$ cat config.mk
export PLATFORM = sky130hd
export DESIGN_NAME = arcade_input_hub
export DESIGN_NICKNAME = d
export VERILOG_FILES = /design/src/rtl/arcade_input_hub.sv
export SDC_FILE = /design/constraint.sdc
export NUM_CORES = 1
export LEC_CHECK = 0
export ABC_AREA = 1
export BUFFER_PORTS_ARGS = -buffer_cell sky130_fd_sc_hd__buf_4
export CELL_PAD_IN_SITES_DETAIL_PLACEMENT = 0
export CELL_PAD_IN_SITES_GLOBAL_PLACEMENT = 1
export CORE_MARGIN = 5
export CORE_UTILIZATION = 34
export DETAILED_ROUTE_END_ITERATION = 12
export HOLD_SLACK_MARGIN = 0.08
export PLACE_DENSITY_LB_ADDON = 0.08
export RECOVER_POWER = 50
export SLEW_MARGIN = 10
export SYNTH_ARGS = -nofsm -noshare
export SYNTH_HDL_FRONTEND = slang
export SYNTH_SLANG_ARGS = --single-unit
$ cat constraint.sdc
create_clock -name clk_sys -period 3.8 [get_ports clk_sys]
set_input_delay 0.57 -clock clk_sys [delete_from_list [all_inputs] [get_ports clk_sys]]
set_output_delay 0.57 -clock clk_sys [all_outputs]
set_load 0.01 [all_outputs]
$ cat src/rtl/arcade_input_hub.sv
// arcade_input_hub: merges keyboard, USB and DB joysticks into active-low player controls, with coin stretch, pause detect and config capture
module arcade_input_hub #(
  parameter int PLAYERS = 2,
  parameter int BUTTONS = 3,
  parameter int DIP_BANKS = 3,
  parameter logic [23:0] COIN_MIN = 24'd4_900_000
) (
  input  logic clk_sys,
  input  logic reset,
  input  logic [10:0] ps2_key,
  input  logic [16*PLAYERS-1:0] joy_usb,
  input  logic [31:0] joy_db,
  input  logic [1:0] joy_db_ena,
  input  logic ioctl_wr,
  input  logic [7:0] ioctl_index,
  input  logic [24:0] ioctl_addr,
  input  logic [7:0] ioctl_dout,
  output logic [4*PLAYERS-1:0] p_dir,
  output logic [BUTTONS*PLAYERS-1:0] p_btn,
  output logic [PLAYERS-1:0] p_start,
  output logic [PLAYERS-1:0] p_coin,
  output logic service,
  output logic pause_pulse,
  output logic [8*DIP_BANKS-1:0] dipsw,
  output logic [7:0] cfg_flags
);
  logic prime, old_state, key_ev, pause_prev;
  logic [15:0] keys, hit;
  logic [8:0] kbtn;
  logic [4*PLAYERS-1:0] dir_h;
  logic [BUTTONS*PLAYERS-1:0] btn_h;
  logic [PLAYERS-1:0] start_h, coin_h, pause_h, coin_prev, last_src;
  logic [23:0] cnt [PLAYERS];
  logic unused;
  assign unused = ^{ps2_key[8], keys};
  assign key_ev = !prime && (ps2_key[10] != old_state);
  assign kbtn = {6'b0, keys[15:13]};
  // keys: [3:0] start, [7:4] coin, [8] service, [9] up, [10] down, [11] left, [12] right, [15:13] buttons
  always_comb begin
    hit = '0;
    case (ps2_key[7:0])
      8'h16: hit[0] = 1'b1;
      8'h1E: hit[1] = 1'b1;
      8'h26: hit[2] = 1'b1;
      8'h25: hit[3] = 1'b1;
      8'h2E: hit[4] = 1'b1;
      8'h36: hit[5] = 1'b1;
      8'h3D: hit[6] = 1'b1;
      8'h3E: hit[7] = 1'b1;
      8'h46: hit[8] = 1'b1;
      8'h75: hit[9] = 1'b1;
      8'h72: hit[10] = 1'b1;
      8'h6B: hit[11] = 1'b1;
      8'h74: hit[12] = 1'b1;
      8'h14: hit[13] = 1'b1;
      8'h11: hit[14] = 1'b1;
      8'h29: hit[15] = 1'b1;
      default: ;
    endcase
  end
  for (genvar g = 0; g < PLAYERS; g++) begin : g_pl
    localparam int D = g < 2 ? g : 0;
    localparam bit SW = PLAYERS >= 2 && g < 2;
    localparam int O = SW ? 1 - g : g;
    logic [2:0] j;
    logic [15:0] usb_w, src, w;
    // USB words are handed out in order to the players not served by a DB port
    assign j = 3'(g) - (g > 0 ? {2'b0, joy_db_ena[0]} : 3'd0) - (g > 1 ? {2'b0, joy_db_ena[1]} : 3'd0);
    assign usb_w = int'(j) < PLAYERS ? joy_usb[16*j +: 16] : '0;
    assign src = (g < 2 && joy_db_ena[D]) ? joy_db[16*D +: 16] : usb_w;
    assign last_src[g] = src[3+BUTTONS];
    assign w = {src[15:4+BUTTONS], (SW && cfg_flags[4]) ? last_src[O] : src[3+BUTTONS], src[2+BUTTONS:0]};
    assign dir_h[4*g +: 4] = {w[2] | keys[10], w[3] | keys[9], w[0] | keys[12], w[1] | keys[11]};
    for (genvar k = 0; k < BUTTONS; k++) begin : g_b
      assign btn_h[BUTTONS*g + k] = w[4+k] | kbtn[k];
    end
    assign start_h[g] = w[4+BUTTONS] | keys[g];
    assign coin_h[g] = w[5+BUTTONS] | keys[4+g];
    assign pause_h[g] = w[6+BUTTONS];
  end
  always_ff @(posedge clk_sys or posedge reset) begin
    if (reset) begin
      prime <= 1'b1;
      old_state <= 1'b0;
      keys <= '0;
    end else begin
      prime <= 1'b0;
      old_state <= ps2_key[10];
      if (key_ev) keys <= (keys & ~hit) | (hit & {16{ps2_key[9]}});
    end
  end
  always_ff @(posedge clk_sys or posedge reset) begin
    if (reset) begin
      p_dir <= '1;
      p_btn <= '1;
      p_start <= '1;
      p_coin <= '1;
      service <= 1'b1;
      pause_pulse <= 1'b0;
      pause_prev <= 1'b0;
      coin_prev <= '0;
      for (int i = 0; i < PLAYERS; i++) cnt[i] <= '0;
    end else begin
      p_dir <= ~dir_h;
      p_btn <= ~btn_h;
      p_start <= ~start_h;
      service <= ~keys[8];
      pause_prev <= |pause_h;
      pause_pulse <= |pause_h & ~pause_prev;
      coin_prev <= coin_h;
      // a new edge only loads an idle counter, so a running stretch is never extended
      for (int i = 0; i < PLAYERS; i++) begin
        cnt[i] <= cnt[i] != '0 ? cnt[i] - 24'd1 : (coin_h[i] && !coin_prev[i]) ? COIN_MIN : '0;
        p_coin[i] <= ~(coin_h[i] | (cnt[i] != '0));
      end
    end
  end
  always_ff @(posedge clk_sys or posedge reset) begin
    if (reset) begin
      dipsw <= '0;
      cfg_flags <= '0;
    end else begin
      if (ioctl_wr && ioctl_index == 8'd254 && ioctl_addr[24:3] == '0 && int'(ioctl_addr[2:0]) < DIP_BANKS)
        dipsw[8*ioctl_addr[2:0] +: 8] <= ioctl_dout;
      if (ioctl_wr && ioctl_index == 8'd1 && ioctl_addr == '0) cfg_flags <= ioctl_dout;
    end
  end
endmodule

==> results.txt, run 1 <==
The endpoint type of the worst setup path is an asynchronous set/reset pin. In this run the most critical hold path is launched from joy_db[5]. Yosys instantiated no cell more often than nand2_1. The transition time at the pin with the least slew margin is 2520 ps.

The cell area after layout came out at 8510 µm². The largest vdd supply drop is 0.000268 V. The synthesis-stage register bit count came out at 117. The number of I/O port buffers is 147. The global placement routability congestion came out at 0.784. The area after detailed placement is between 7000 and 8000 µm². The count of nets after finishing came out at 1148. The slowest stage of the critical path is the inv_1 cell. A synthesized cell averages between 7 and 8 µm². The synthesized netlist contains 43 unique library cells.

The maximum buffer depth of the clock tree came out at 2. The number of nets handed over by synthesis was 992. The critical path goes through clkbuf_4 > inv_1. The starting DRC count in detailed routing is between 200 and 300. The number of standard cells after synthesis came out at 865.

In this run the worst hold path is classified as input port to register. The number of detailed-routing iterations run before antenna repair is 5. The checks that failed: max-capacitance violations, max-slew violations. The fill cell instance count of the final layout came out at 1931. The post-DP HPWL came out at 13600 µm. The worst setup path is launched from an input port. The final clock period utilization by the worst path came out at around two thirds. The count of hold-fix buffers inserted at cts is 0.

The required time reported for the critical path endpoint came out at 3780 ps. The power per standard cell area came out at 380 nW/µm². The number of non-filler instances in the completed layout came out at 1294. The top-area cell type share of the netlist area is 37.1%. The total number of H-tree levels is 4.

The horizontal die dimension is roughly 150 µm. The number of synthesized flops with an enable pin came out at 0. The slack of the worst reg-to-reg path came out at 1650 ps. The final sum of negative setup slack is 0 ps. The total clock buffers created by CTS came out at 17. The total placed cells including tap cells came out at roughly 1.3k. The max-slew violation total from the final report came out at 60. In this run, post-CTS repair resized a total of 0 instances.

The post-route antenna net violation count came out at 0. The signal arrival time at the worst endpoint came out at about 2500 ps. Across all layers, the routed design uses 5783 vias. The clock slew at the register clock pins of the worst setup and hold paths came out at 50 ps. The number of global-route vias before repair came out at 5761. The run finished, with violations left. The count of endpoints failing setup in the final report came out at 0.

The number of vias per cell came out at 4.47. The headroom to the max-slew limit came out at -67.8%. The share of synthesized flip-flops with an asynchronous set or reset is 100%. The mapped cell area is around 6500 µm². The maximum number of pins on one net before global-route repair is 61.

The clock period could shrink to roughly 2500 ps. Among cell families on the critical path, the largest total delay comes from buffers and inverters. Setup repair after global routing left no endpoint under its margin. The number of warnings issued by yosys is 0. The leakage power came out at 4.22 nW.

The number of antenna violations at the first check in global routing is 0. The antenna cell count came out at 0. The final hold violation count came to 0. The largest total area in the synthesized netlist belongs to dfrtp_1.

Ranked by instance count, the synthesized netlist is headed by 230 x nand2_1, 138 x nor2_1, 109 x inv_1. The remaining design rule violation count came out at 0. The die boundary height came out at 149 µm. Cells with a size suffix above 1 make up between 20% and 30% of the layout.

The signed area change from the synthesized netlist to the final layout came out at 30.1%. The most used flip-flop cell after synthesis is dfrtp_1. Clock latency on the worst-skew pair, taken at its later pin, is 410 ps. The number of cells on the worst hold path is 2.

The worst reg-to-reg path cell count is 8. The average routed wire per standard cell is 14.0 µm. Pin placement for this block handled 173 I/O pins. After synthesis, flip-flops and latches occupy 45.2% of the total area. The startpoint of the most critical register-to-register path is cnt[24]. The die covers 22100 µm². The global-route usage over all layers came out at 16.8%. The total power after layout is approximately 3.2 mW. The number of rows in the core area is 50. The tree is rooted in a clkbuf_16. The aggregate routed wire length came out at between 15000 and 20000 µm.

In this run the critical register-to-register path is captured at cnt[34]. The stage delay of the slowest cell on the critical path is approximately 1800 ps. Across the run, the number of max-cap violations was 1. For hold timing, the worst endpoint is p_btn[1]. The setup clock skew after layout is just over 5 ps. The remaining global-route overflow is 0. The post-CTS setup repair buffer count is 0. The maximum net fanout on the critical path came out at 60. The placeable core area came out at 18800 µm². The top achievable clock speed came out at 0.401 GHz.

The number of buffers and inverters on the critical path is 2. Ranked by total cell area, the synthesized netlist is headed by dfrtp_1 37%, nand2_1 13%, dfstp_2 8.0%, nor2_1 7.9%, inv_1 6.3%. The initial core utilization came out at 34.7%. The TritonCTS clock tree is yes. The first global-routing pass estimated 29400 µm of wire. The count of clock tree sinks came out at between 100 and 150. By startpoint and endpoint, the worst setup path is classified as input port to asynchronous set/reset pin. The worst slack on hold paths came out at 293 ps.
layout make-up:
class	instances	area [µm²]	area share, %
tap	260	325	3.82
sequential	117	2950	34.7
multi-input combinational	608	3010	35.4
timing repair buffer	148	1120	13.1
clock buffer	22	464	5.46
clock inverter	10	153	1.79
inverter	129	485	5.71
metal layers:
layer,GRT usage (%),wire length (µm),vias up
met3,5.85,1100,13
met5,0,0,-
met2,26.9,8620,110
li1,-,-,3035
met1,21.8,8200,2625
met4,3.88,148,0
placed cells by master, fill, tap and decap left out, drive strengths merged, types with 4 or more instances in the layout:
cell type	count
dfstp	20
clkinv	8
a21oi	21
a211oi	19
nand4	23
ha	6
nand3	59
nor3	15
inv	126
xnor2	5
clkbuf	25
bufinv	4
xor2	13
nor2	159
nand2	241
dfrtp	97
buf	145
o21ai	30
worst max path at each step:
stage	startpoint	to	slack, ps	cells after the start
after detailed placement	ioctl_addr[17]	dipsw[10]	1450	9
final	reset	cnt[30]	1300	2
after floorplan	reset	asynchronous set/reset pin	160	1
after global placement	ioctl_addr[17]	dipsw[10]	1460	9
after global routing	reset	cnt[6]	760	2
after CTS	cnt[24]	cnt[34]	1610	8
power by group:
part / total (mW) / internal (mW) / switching (mW) / leakage [nW]
Combinational: 0.247 / 0.110 / 0.137 / 2.56
Clock: 1.70 / 1.13 / 0.577 / 0.304
Sequential: 1.28 / 1.27 / 0.00764 / 1.36
per-stage QoR:
step | utilization [%] | worst slack, ps
CTS | 45.2 | 1610
floorplan | - | 162
global placement | 42.0 | 1460
detailed placement | 42.0 | 1450
finish | 45.2 | 1300
global route | 45.2 | 758
logic make-up after synthesis:
kind of cell,Yosys count,synth area share (%)
DFF,117,45.2
other,1,0.0574
xor gates and xnor gates,18,2.41
and+or+nand+nor,508,34.9
adders and majority gates,6,1.15
muxes,1,0.153
buffers and inverters,140,8.76
AOI/OAI and AO/OA,74,7.37
(Power assumes the default switching activity.)
==> inputs of run 2 (changes only) <==
--- a/config.mk
+++ b/config.mk
@@ -10,7 +10,7 @@
 export CELL_PAD_IN_SITES_DETAIL_PLACEMENT = 0
 export CELL_PAD_IN_SITES_GLOBAL_PLACEMENT = 1
 export CORE_MARGIN = 5
-export CORE_UTILIZATION = 34
+export CORE_UTILIZATION = 38
 export DETAILED_ROUTE_END_ITERATION = 12
 export HOLD_SLACK_MARGIN = 0.08
 export PLACE_DENSITY_LB_ADDON = 0.08
==> constraint.sdc (replaced) <==
create_clock -name clk_sys -period 2.5 [get_ports clk_sys]
set_input_delay 0.375 -clock clk_sys [delete_from_list [all_inputs] [get_ports clk_sys]]
set_output_delay 0.375 -clock clk_sys [all_outputs]
set_load 0.01 [all_outputs]
==> run 2 against run 1 <==
Effect of this change: the flow now finishes without violations; power is 44% higher; global-route usage is 1.6 points higher; via count is 0.73% higher; die area is 9.8% lower; setup slack worse by 540 ps; critical path depth is 2 higher; count of clock-buffer cells in the layout is 1 higher; sequential cell count stayed put.
==> results.txt, run 2 (same netlist as run 1, synthesis figures left out) <==
The run finished with clean final reports. The aggregate routed wire length came out at 17500 µm. Port buffering added between 100 and 150 buffers. The minimum setup slack after placement is roughly 420 ps.

From bottom edge to top edge, the die measures about 140 µm. The antenna cell count is 0. The pre-antenna-repair detailed-routing pass consisted of 4 iterations. The floorplan step defined a core boundary enclosing 17100 µm². The max-cap check violation count is 0.

The worst slack on hold paths is between 100 and 150 ps. The remaining design rule violation count is 0. The worst path meets setup with 763 ps of slack. TritonCTS built the clock tree. The global-route wire length before repair is 29300 µm. At the end of routability-driven placement, the weighted congestion stood at 0.835.

For the worst-skew pair, the clock arrives at the later sink with an insertion delay of between 400 and 500 ps. The number of rows in the core area is 48. For the pin with the worst max-slew slack, the measured transition is ~840 ps. The top achievable clock speed came out at 0.576 GHz.

The count of nets after finishing is around 1.2k. After layout, the worst path uses 69.5% of the clock period. The ratio of cells with drive above 1 in the final layout is 26.3%.

Setup repair after global routing left no endpoint under its margin. The setup clock skew after layout came out at 4.46 ps. The post-DP HPWL came out at 13400 µm. The worst reg-to-reg path cell count is 8. The post-route antenna net violation count is 0. The number of cells on the worst hold path came out at 2.

The number of antenna violations at the first check in global routing is 0. STA classifies the critical path startpoint as an input port. The starting DRC count in detailed routing came out at 255.

The kind of path behind the tightest hold check is input port to register. The count of clock tree sinks is 117. The clock passes through at most 2 buffers.

The number of cells upsized or downsized after cts is 0. The total clock buffers created by CTS came out at 17. The final sum of negative setup slack came out at 0 ps. The met2 wirelength from detailed routing came out at 8180 µm. The total power after layout came out at roughly 4.7 mW.

The met1 wire length came out at roughly 7900 µm. The final hold violation count is 0. The leakage power came out at 4.23 nW. Setup violations remaining at the end of the flow were counted as 0. In this run the clock root is driven by a clkbuf_16.

In the layout the commonest cells are 230 x nand2_1, 141 x buf_4, 139 x nor2_1. The number of global-route vias before repair is 5916. The signal arrival time at the worst endpoint came out at roughly 2200 ps. The initial core utilization is between 30% and 40%. The clock slew at the register clock pins of the worst setup and hold paths came out at 50 ps. The required time reported for the critical path endpoint came out at about 3000 ps. The max-slew violation total from the final report came out at 0. The maximum number of pins on one net before global-route repair came out at 63. In the detailed route, the total length drawn on met3 is 1110 µm.

The largest vdd supply drop came out at 0.000489 V. The uppermost signal routing layer after detailed routing is met4. The minimum clock period came out at 1740 ps. The floorplan die area is 19900 µm².

After global routing the overflow that remains totals 0. CTS built an H-tree with a depth of 4. The signed area change from the synthesized netlist to the final layout came out at 30.1%. The worst pin sits at a relative slew slack of 43.7%.

The power per standard cell area came out at about 550 nW/µm². Pin placement for this block handled 173 I/O pins. The horizontal die dimension came out at 141 µm. For this run, the total global-route usage over all layers was measured as 18.3%. The number of vias per cell is ~4.6. The leading cell type in the layout, fill and taps excluded is nand2_1. The worst setup path is of the input port to asynchronous set/reset pin kind. The total vias in the final route came out at ~5.8k.

The endpoint type of the worst setup path is an asynchronous set/reset pin. Dividing the detail-routed wire length by the instance count gives 13.7 µm. Along the worst path, the maximum fanout reaches 62.
run 2: area by class of cell:
type | instances | area, µm²
Sequential cell | 117 | 2950
Tap cell | 225 | 282
Inverter | 129 | 487
Multi-Input combinational cell | 608 | 3010
Clock inverter | 9 | 77.6
Timing Repair Buffer | 161 | 1210
Clock buffer | 23 | 488
Fill cell | 1740 | 8610
run 2: timing repair:
action | in CTS | in global routing
endpoints found under the hold margin | 14 | 1
hold buffers | 7 | 1
buffers inserted | 0 | 0
run 2: stage by stage:
stage	cell area (µm²)	util, %	instances
3_5_place_dp	7900	46.1	1232
4_1_cts	8530	49.9	1271
6_report	8500	49.7	1272
2_1_floorplan	6540	-	865
5_1_grt	8500	49.7	1272
3_3_place_gp	7900	46.1	1232
run 2: where the power goes:
part / internal, mW / switching [mW]
registers: 1.94 / 0.0124
clock network: 1.46 / 0.861
logic: 0.173 / 0.209
run 2: path summary, 6_finish.rpt:
| kind | slack [ps] | end | from |
|---|---|---|---|
| worst min register to register | 370 | service | register |
| min in group asynchronous | 520 | cnt[32] | reset |
| max in group clk_sys | 850 | cnt[20] | cnt[1] |
| worst max register to register | 850 | cnt[20] | cnt[1] |
| worst max-delay path | 760 | asynchronous set/reset pin | reset |
| worst min-delay path | 100 | p_dir[2] | joy_db[3] |
run 2: routing by layer:
metal / up-vias / GRT usage, %
met3: 18 / 6.38
li1: 3062 / -
met2: 121 / 29.0
met4: 0 / 4.54
met1: 2624 / 24.2
met5: - / 0
run 2: critical path, stage by stage:
cell,delay [ps]
dlygate4sd3_1,530
clkbuf_4,140
clkinvlp_2,310
clkbuf_4,790
==> inputs of run 3 (changes only) <==
--- a/config.mk
+++ b/config.mk
@@ -10,7 +10,7 @@
 export CELL_PAD_IN_SITES_DETAIL_PLACEMENT = 0
 export CELL_PAD_IN_SITES_GLOBAL_PLACEMENT = 1
 export CORE_MARGIN = 5
-export CORE_UTILIZATION = 38
+export CORE_UTILIZATION = 34
 export DETAILED_ROUTE_END_ITERATION = 12
 export HOLD_SLACK_MARGIN = 0.08
 export PLACE_DENSITY_LB_ADDON = 0.08
==> constraint.sdc (replaced) <==
create_clock -name clk_sys -period 1.4 [get_ports clk_sys]
set_input_delay 0.21 -clock clk_sys [delete_from_list [all_inputs] [get_ports clk_sys]]
set_output_delay 0.21 -clock clk_sys [all_outputs]
set_load 0.01 [all_outputs]
==> run 3 against run 2 <==
Effect of this change: the run now ends with negative setup slack left; die area increased by 11%; setup slack got worse by 820 ps; design area rose by 27%; sequential power is 78% higher; critical path depth rose by 5; non-clock buffer count rose by 155.
==> results.txt, run 3 (same netlist as run 1, synthesis figures left out) <==
The worst-case IR drop observed on VDD is about 0.00086 V. The maximum net fanout on the critical path is 5. In this run the worst setup path begins at cnt[30]. The number of primary I/O pins is 173. The slack of the worst reg-to-reg path came out at -50 ps. Setup violations remaining at the end of the flow were counted as 31.

The combinational share of power came out at 9.1%. In this run the vertical extent of the chip is 149 µm. Summed over all cells, the static leakage comes to between 5 and 6 nW. Port buffering added approximately 150 buffers. The average routed wire per standard cell came out at 13.9 µm. The total number of H-tree levels is 4. The total clock buffers created by CTS came out at 17. The remaining design rule violation count is 0. The horizontal die dimension is 149 µm. The minimum clock period came out at 1450 ps. The maximum buffer depth of the clock tree came out at 2.

The max-cap check violation count came out at 0. The total vias in the final route is 6538. The net count of the finished layout is around 1.3k. The checks that failed: negative setup slack. The number of antenna violations at the first check in global routing is 0. The tree built by TritonCTS fans out to 117 sinks. The signed area change from the synthesized netlist to the final layout is 64.6%. The part of the power in registers came out at between 30% and 40%.

The startpoint kind of the worst setup timing path is a register. The final clock period utilization by the worst path is 104%. The critical path in this run is classified as register to register. The fraction of power spent switching nets is around 23%. The first routing iteration left 203 violations. The number of global-route vias before repair was approximately 6.7k. The number of detailed-routing iterations run before antenna repair is 4. The latest clock arrival within the worst-skew pair came out at around 420 ps.

The cell at the root of the clock tree is clkbuf_16. The number of cells on the worst hold path came out at 4. The first global-routing pass estimated 33100 µm of wire.

The setup clock skew after layout came out at 4.84 ps. The power per standard cell area is between 800 and 900 nW/µm². The switching component of the power is 2.13 mW. The transition time at the pin with the least slew margin came out at 606 ps. STA puts the critical path data arrival time at ~1800 ps. The worst setup path is captured at a register. The layout has 1754 filler cells. The share of total power dissipated in the clock network is 53.2%. Setup repair after global routing could not meet its margin everywhere. The worst reg-to-reg path cell count is 9. The post-route antenna net violation count is 0. The headroom to the max-slew limit is 59.4%. The die covers between 20000 and 25000 µm². Following the worst setup path forward leads to its endpoint at cnt[47]. Leaving out fill and tap cells, the most frequent cell in the layout is buf_4. The required time reported for the critical path endpoint came out at 1710 ps. At the end of routability-driven placement, the weighted congestion stood at 0.826. The initial core utilization is between 30% and 40%. The flow ran to the end, but the final reports show violations.

The max-slew violation total from the final report was 0. Global routing used 18.8% of the available tracks. The clock slew at the register clock pins of the worst setup and hold paths came out at ~60 ps.

The final hold violation count came out at 0. The post-DP HPWL came out at 15000 µm. The kind of path behind the tightest hold check is input port to register.

In this run the critical register-to-register path is captured at cnt[47]. The internal portion of total power came out at 7.09 mW. The cell area after layout came out at 10800 µm². The total power after layout came out at 9.22 mW. The worst register-to-register path begins at cnt[30]. The ratio of cells with drive above 1 in the final layout came out at 45.0%. The top cell types in the final layout, fill and taps aside, are 246 x buf_4, 194 x nand2_1, 94 x nor2_1, 94 x inv_1, 94 x dfrtp_1. The remaining global-route overflow is 0. Wires add up to 20400 µm. The number of vias per cell came out at 4.47.

The placed instances occupy a cell area of between 8000 and 9000 µm². The TritonCTS clock tree is yes. The floorplan has 50 rows. The antenna cell count came out at 0. The top achievable clock speed is 0.688 GHz. Setup slack on the critical path of the routed design comes to -53.9 ps. The placeable core area is 18800 µm². The maximum number of pins on one net before global-route repair is 36.
## run 3: cell count changes in the layout (fill, tap and decap cells not counted), moves of 7 or more
cell	before	now
nor2_1	139	94
nand3_1	54	40
buf_6	0	14
nand2_1	230	194
dlygate4sd3_1	8	35
nor2_2	13	35
nor2_4	7	30
nand2_2	11	31
inv_1	108	94
inv_2	17	24
nand3_2	3	13
buf_4	141	246
nand2_4	0	13
## run 3: worst min path at each step
stage | startpoint | end | slack (ps)
2_1_floorplan | ps2_key[10] | old_state | 240
3_3_place_gp | reset | cnt[47] | 210
3_5_place_dp | reset | cnt[47] | 210
4_1_cts | joy_usb[18] | p_dir[7] | 80
5_1_grt | joy_usb[18] | p_dir[7] | 100
6_report | joy_usb[23] | p_start[1] | 90
## run 3: layer usage
metal	vias up	global-route usage [%]	wire length (µm)
met4	0	6.00	285
li1	3381	-	-
met5	-	0	0
met3	23	5.06	1000
met1	3006	24.9	9170
met2	128	30.1	9890
## run 3: area by class of cell
class / instances / area, µm² / share of cell area, %
sequential: 117 / 2960 / 27.5
clock inverter: 14 / 223 / 2.07
tap: 260 / 325 / 3.02
inverter: 129 / 512 / 4.75
multi-input combinational: 609 / 3770 / 35.0
clock buffer: 18 / 439 / 4.08
timing repair buffer: 316 / 2540 / 23.6
## run 3: through the flow
step / TNS, ps / utilization [%] / cells / hold WS, ps / setup WS (ps)
floorplan: -21480 / - / 865 / 241 / -221
global placement: -6850 / 47.2 / 1380 / 214 / -180
detailed placement: -8330 / 47.2 / 1380 / 213 / -204
CTS: -839 / 54.5 / 1457 / 81.4 / -72.1
global route: -4370 / 57.2 / 1463 / 97.6 / -153
finish: -575 / 57.2 / 1463 / 85.8 / -53.9
## run 3: power by group through the flow
stage,Clock [mW],Combinational [mW],Sequential (mW)
6_report,4.91,0.836,3.48
5_1_grt,5.17,0.926,3.48
4_1_cts,5.00,0.859,3.48
3_5_place_dp,0,0.773,3.54
3_3_place_gp,0,0.771,3.54
2_1_floorplan,0,0.307,3.55
## run 3: critical path, stage by stage (launching register included)
cell,delay (ps)
dfrtp_1,420
buf_6,140
nor2_4,100
nand2_2,80
inv_2,70
nand2_2,60
nor2_4,200
nand3_2,100
nor2_1,110
nor2_1,50
## run 3: what timing repair did
| item | in CTS | in global routing |
|---|---|---|
| cloned | 1 | 0 |
| endpoints found under the hold margin | 70 | 0 |
| hold buffers | 36 | 0 |
| endpoints found under the setup margin | 47 | 58 |
| pin swaps | 29 | 61 |
| setup buffers | 9 | 9 |
| gates resized for setup | 72 | 137 |
